File: src/rtl/spi_adc_responder.sv
// SPI slave that answers like an 8-channel, 12-bit serial ADC. All SPI pins are
// resynchronised into clk_50, so the master's serial clock must be much slower than clk_50.
module spi_adc_responder #(
    parameter int unsigned SYNC_STAGES = 2
) (
    input  logic        clk_50,
    input  logic        reset_n,
    input  logic        spi_cs_n,
    input  logic        spi_sclk,
    input  logic        spi_din,
    output logic        spi_dout,
    output logic        spi_dout_oe,
    input  logic [95:0] sample_data,
    output logic [2:0]  cur_ch,
    output logic        frame_done,
    output logic        frame_err
);

    typedef enum logic [1:0] {
        IDLE,
        SHIFT,
        HOLD
    } state_e;

    logic [SYNC_STAGES-1:0] cs_sync_q;
    logic [SYNC_STAGES-1:0] sclk_sync_q;
    logic [SYNC_STAGES-1:0] din_sync_q;
    logic                   cs_prev_q;
    logic                   sclk_prev_q;

    logic cs_s, sclk_s, din_s;
    logic cs_fall, cs_rise, sclk_rise, sclk_fall;

    state_e      state_q;
    logic [15:0] sr_q;
    logic [4:0]  rcnt_q;
    logic [2:0]  naddr_q;
    logic [2:0]  cur_ch_q;
    logic        dout_q;
    logic        oe_q;
    logic        done_q;
    logic        err_q;

    logic [11:0] ch_word_d;
    logic [15:0] sr_shift_d;

    // Synchronisers idle high so a pin held high across reset never looks like an edge.
    always_ff @(posedge clk_50 or negedge reset_n) begin
        if (!reset_n) begin
            cs_sync_q   <= '1;
            sclk_sync_q <= '1;
            din_sync_q  <= '1;
            cs_prev_q   <= 1'b1;
            sclk_prev_q <= 1'b1;
        end else begin
            cs_sync_q   <= {cs_sync_q[SYNC_STAGES-2:0], spi_cs_n};
            sclk_sync_q <= {sclk_sync_q[SYNC_STAGES-2:0], spi_sclk};
            din_sync_q  <= {din_sync_q[SYNC_STAGES-2:0], spi_din};
            cs_prev_q   <= cs_s;
            sclk_prev_q <= sclk_s;
        end
    end

    assign cs_s      = cs_sync_q[SYNC_STAGES-1];
    assign sclk_s    = sclk_sync_q[SYNC_STAGES-1];
    assign din_s     = din_sync_q[SYNC_STAGES-1];
    assign cs_fall   = cs_prev_q & ~cs_s;
    assign cs_rise   = ~cs_prev_q & cs_s;
    assign sclk_rise = ~sclk_prev_q & sclk_s;
    assign sclk_fall = sclk_prev_q & ~sclk_s;

    always_comb begin
        ch_word_d = '0;
        for (int unsigned n = 0; n < 8; n++) begin
            if (cur_ch_q == 3'(n)) begin
                ch_word_d = sample_data[12*n +: 12];
            end
        end
    end

    assign sr_shift_d = {sr_q[14:0], 1'b0};

    always_ff @(posedge clk_50 or negedge reset_n) begin
        if (!reset_n) begin
            state_q  <= IDLE;
            sr_q     <= '0;
            rcnt_q   <= '0;
            naddr_q  <= '0;
            cur_ch_q <= '0;
            dout_q   <= 1'b0;
            oe_q     <= 1'b0;
            done_q   <= 1'b0;
            err_q    <= 1'b0;
        end else begin
            done_q <= 1'b0;
            err_q  <= 1'b0;
            case (state_q)
                IDLE: begin
                    // sclk activity while deselected is deliberately ignored
                    if (cs_fall) begin
                        sr_q    <= {4'b0000, ch_word_d};
                        dout_q  <= 1'b0;
                        oe_q    <= 1'b1;
                        rcnt_q  <= '0;
                        state_q <= SHIFT;
                    end
                end
                SHIFT: begin
                    if (cs_rise) begin
                        if (rcnt_q != '0) begin
                            err_q <= 1'b1;
                        end
                        oe_q    <= 1'b0;
                        dout_q  <= 1'b0;
                        state_q <= IDLE;
                    end else if (sclk_rise) begin
                        rcnt_q <= rcnt_q + 5'd1;
                        if (rcnt_q >= 5'd2 && rcnt_q <= 5'd4) begin
                            naddr_q <= {naddr_q[1:0], din_s};
                        end
                        if (rcnt_q == 5'd15) begin
                            done_q   <= 1'b1;
                            cur_ch_q <= naddr_q;
                            state_q  <= HOLD;
                        end
                    end else if (sclk_fall && rcnt_q != '0) begin
                        sr_q   <= sr_shift_d;
                        dout_q <= sr_shift_d[15];
                    end
                end
                HOLD: begin
                    if (cs_rise) begin
                        oe_q    <= 1'b0;
                        dout_q  <= 1'b0;
                        state_q <= IDLE;
                    end else if (sclk_fall) begin
                        // back-to-back frame: reload from the channel just latched
                        sr_q    <= {4'b0000, ch_word_d};
                        dout_q  <= 1'b0;
                        rcnt_q  <= '0;
                        state_q <= SHIFT;
                    end
                end
                default: state_q <= IDLE;
            endcase
        end
    end

    assign spi_dout    = dout_q;
    assign spi_dout_oe = oe_q;
    assign cur_ch      = cur_ch_q;
    assign frame_done  = done_q;
    assign frame_err   = err_q;

endmodule

File: config.mk
export PLATFORM = sky130hd
export DESIGN_NAME = spi_adc_responder
export DESIGN_NICKNAME = d
export VERILOG_FILES = /design/src/rtl/spi_adc_responder.sv
export SDC_FILE = /design/constraint.sdc
export NUM_CORES = 1
export LEC_CHECK = 0
export CAP_MARGIN = 20
export CORE_UTILIZATION = 42
export CTS_BUF_LIST = sky130_fd_sc_hd__clkbuf_4 sky130_fd_sc_hd__clkbuf_8
export DETAILED_ROUTE_END_ITERATION = 7
export GPL_TIMING_DRIVEN = 0
export HOLD_SLACK_MARGIN = 0.05
export PLACE_DENSITY = 0.78
export RECOVER_POWER = 50
export SYNTH_ARGS = -nofsm -noshare
export SYNTH_HDL_FRONTEND = slang
export SYNTH_SLANG_ARGS = --single-unit
File: constraint.sdc
create_clock -name clk_50 -period 2.18 [get_ports clk_50]
set_clock_uncertainty 0.1 [all_clocks]
set_input_delay 0.327 -clock clk_50 [delete_from_list [all_inputs] [get_ports clk_50]]
set_output_delay 0.327 -clock clk_50 [all_outputs]
set_load 0.01 [all_outputs]
==> flow_summary_export.csv, run 1 <==
group,metric,value,unit
placed_design,place_area,0.004175,mm2
global_route,grtUsageTotal,24.64,%
sta,tns,0,ps
worst_setup_path,critPathLaunch,"rcnt_q[1]",
floorplanning,io_pins,108,
routing,drc,0,
power_and_ir_drop,p_switching,1146,uW
global_route,grt_pass1_vias,2943,
floorplanning,die_w,86.20,um
worst_setup_path,cp.buffers_inverters,2,
clocking,cts_buffer_depth,2,
worst_setup_path,reg2reg_depth,7,
global_route,grt_pass1_wl,14.34,mm
synthesis,synth_area,0.002978,mm2
routing,routed-wl-met2,4.535,mm
clocking,clkTransAtPathRegs,90,ps
clocking,htreeDepth,2,
worst_setup_path,worstSetupEndpointType,"flop",
final_layout,seq_area,0.001011,mm2
floorplanning,die_area,0.007430,mm2
routing,firstDrtPassIters,4,
clocking,worstSkewPairLatency,300,ps
sta,setup_viol,0,
power_and_ir_drop,combPwrFrac,50.3,%
routing,ant_nets,0,
synthesis,yosysWarnings,0,
worst_setup_path,cp_max_fo,7,
power_and_ir_drop,internal_power,2247,uW
placed_design,io_buffers,107,
worst_setup_path,crit_end,"sr_q[6]",
worst_setup_path,path_depth,7,
sta,period_minus_slack,2114,ps
sta,layout_setup_ws,66.09,ps
min_path,hp-class,"primary input to asynchronous set/reset pin",
global_route,antenna_found_initial,0,
power_and_ir_drop,leakage,0.001729,uW
power_and_ir_drop,seqPwrFrac,31.5,%
clocking,clock_sinks,40,
synthesis,ys_seq_area_share,33.95,%
synthesis,ys_ff_latch,40,
worst_setup_path,critical_path_class,"flop to flop",
synthesis,avgSynthCellArea,9.575,um2
worst_setup_path,rrSetupSlack,70,ps
clocking,cts_tree,"yes",
worst_setup_path,slowest_stage,"or4b_4",
synthesis,synth_edf_count,0,
final_layout,final_util,66.10,%
final_layout,multiInputGateArea,0.001871,mm2
sta,final_hold_viol_count,0,
routing,vias,2984,
status,outcome,"completed",
worst_setup_path,path_cells,"inv_1 > ha_4 > or4b_4 > a41o_1 > and3_4 > clkbuf_16 > a221oi_2",
routing,vias_per_cell,5.609,
power_and_ir_drop,sw_frac_of_total,33.79,%
placed_design,place_hpwl,6.968,mm
floorplanning,rows,30,
sta,fin_crit_sh,96.97,%
routing,drt_iter0_markers,114,
synthesis,synth_ff_type,"dfrtp_1",
global_route,grt-ovfl-total,0,
placed_design,dp_slack,-269.0,ps
job,max_cap_viol_count,0,
final_layout,antenna_cells,0,
worst_setup_path,start_kind,"flop",
worst_setup_path,r2r-end,"sr_q[6]",
floorplanning,start_util,43.59,%
power_and_ir_drop,power,3393,uW
power_and_ir_drop,clkPwrFrac,18.2,%
placed_design,gp_congestion,0.8943,
sta,tightest_slew,977.3,ps
global_route,grt_max_degree,41,
sta,drv_slew,0,
routing,met3_length,729,um
final_layout,area_growth_syn_to_layout,51.64,%
floorplanning,fp.coreArea,0.006832,mm2
synthesis,synth_cell_types,41,
worst_setup_path,critical-path-max-stage-delay,450,ps
final_layout,fillers,544,
sta,slew_headroom,34.84,%
synthesis,postSynthNetCount,421,
synthesis,postSynthCellCount,311,
final_layout,stdcell_area,0.004516,mm2
worst_setup_path,critPathRequiredTime,2290,ps
final_layout,final_nets,545,
worst_setup_path,r2r-start,"rcnt_q[1]",
sta,fmax,473.1,MHz
routing,met1_length,3.987,mm
clocking,cts_buffers,5,
power_and_ir_drop,powerDensity,751.4,mW/mm2
power_and_ir_drop,ir_worst_vdd,0.0006482,V
final_layout,drive_gt1_share,16.28,%
clocking,clockRootBuffer,"clkbuf_8",
routing,routed_wl,9.411,mm
routing,top_layer_used,"met4",
synthesis,synth-async-reset-ratio,100.0,%
routing,wl_per_cell,17.69,um
worst_setup_path,crit_family,"simple AND/OR/NAND/NOR gates",
worst_setup_path,arrival,2220,ps
floorplanning,die_y,86.20,um
worst register-to-register path, stage by stage, from the launching register on:
cell	delay, ps
dfrtp_1	390
inv_1	90
ha_4	120
or4b_4	450
a41o_1	260
and3_4	230
clkbuf_16	170
a221oi_2	230
metrics by stage:
| stage | hold slack [ps] | instances |
|---|---|---|
| after global routing | 162.3 | 532 |
| after global placement | 246.0 | 514 |
| final | 74.38 | 532 |
| after CTS | 69.62 | 528 |
| after floorplan | -68.59 | 311 |
| after detailed placement | 247.6 | 514 |
registers in the layout (all words and copies together) (netlist names):
signal	cells
spi_dout_oe	1
cs_sync_q	2
cs_prev_q	1
spi_dout	1
sr_q	15
cur_ch	3
naddr_q	3
rcnt_q	5
sclk_sync_q	2
sclk_prev_q	1
frame_err	1
din_sync_q	2
state_q	2
frame_done	1
Yosys cell counts, types with 9 or more instances:
master    count  area (um2)
a31oi_1      24       150.1
clkbuf_1     16       60.06
dfrtp_1      32       800.8
ha_1          9       112.6
inv_1        15       56.30
mux2i_1      50       500.5
nand2_1      17       63.81
nand3b_1     13       97.59
nor2_1       15       56.30
nor2b_1      14       87.58
o211ai_1     12       90.09
o21ai_0      14       70.07
kinds of logic (layout without fill, tap and decap cells):
group | after synthesis | count (layout) | synth area share (%)
buf+inv | 41 | 166 | 5.924
compound gates | 80 | 80 | 20.17
simple gates | 82 | 82 | 15.59
flops | 40 | 40 | 33.95
mux | 59 | 59 | 20.59
fa+ha+maj | 9 | 9 | 3.782
worst min-delay path by stage:
| stage | end | slack (ps) | start | cells after the start |
|---|---|---|---|---|
| 2_1_floorplan | cur_ch[0] | -70 | reset_n | 0 |
| 3_3_place_gp | cs_sync_q[1] | 250 | cs_sync_q[0] | 0 |
| 3_5_place_dp | din_sync_q[1] | 250 | din_sync_q[0] | 0 |
| 4_1_cts | spi_dout | 70 | reset_n | 1 |
| 5_1_grt | spi_dout | 160 | reset_n | 1 |
| 6_report | sr_q[2] | 70 | reset_n | 1 |
area by class of cell:
class	count	area share (%)
sequential	40	22.39
clock inverter	3	1.025
clock buffer	5	1.524
buffer	24	3.270
timing repair buffer	119	26.46
tap	96	2.660
multi-input combinational	230	41.42
inverter	15	1.247
routing by layer:
layer,vias to the layer above,GRT usage [%]
met5,-,0
li1,1400,-
met2,123,43.36
met1,1449,30.02
met3,12,5.143
met4,0,8.182
cell usage in the layout (no fill, tap or decap), drive strengths merged, types with 4 or more instances in the layout:
cell	instances
a221oi	12
a31oi	24
and3	6
buf	19
clkbuf	23
clkdlybuf4s50	103
dfrtp	32
dfstp	8
ha	9
inv	16
mux2	8
mux2i	50
nand2	17
nand3	4
nand3b	13
nor2	15
nor2b	14
o211ai	12
o21ai	14
power by group through the flow:
stage / clock network (uW) / registers [uW] / logic, uW
global placement: 0 / 1080 / 1290
global route: 656 / 1090 / 1850
CTS: 632 / 1060 / 1510
floorplan: 0 / 1060 / 916
detailed placement: 0 / 1100 / 1320
finish: 618 / 1070 / 1710
what timing repair did:
item	CTS	global route
setup buffers	7	3
gates resized for setup	15	22
setup endpoints to repair	23	22
cloned	0	2
hold buffers	0	0
pin swaps	4	5
(Power assumes the default switching activity.)
==> run 2, diff against run 1 <==
--- a/config.mk
+++ b/config.mk
@@ -6,6 +6,7 @@
 export NUM_CORES = 1
 export LEC_CHECK = 0
 export CAP_MARGIN = 20
+export CORE_MARGIN = 1
 export CORE_UTILIZATION = 42
 export CTS_BUF_LIST = sky130_fd_sc_hd__clkbuf_4 sky130_fd_sc_hd__clkbuf_8
 export DETAILED_ROUTE_END_ITERATION = 7
==> results of run 2 <==
The final DEF is identical to that of run 1; final timing and power are the same.
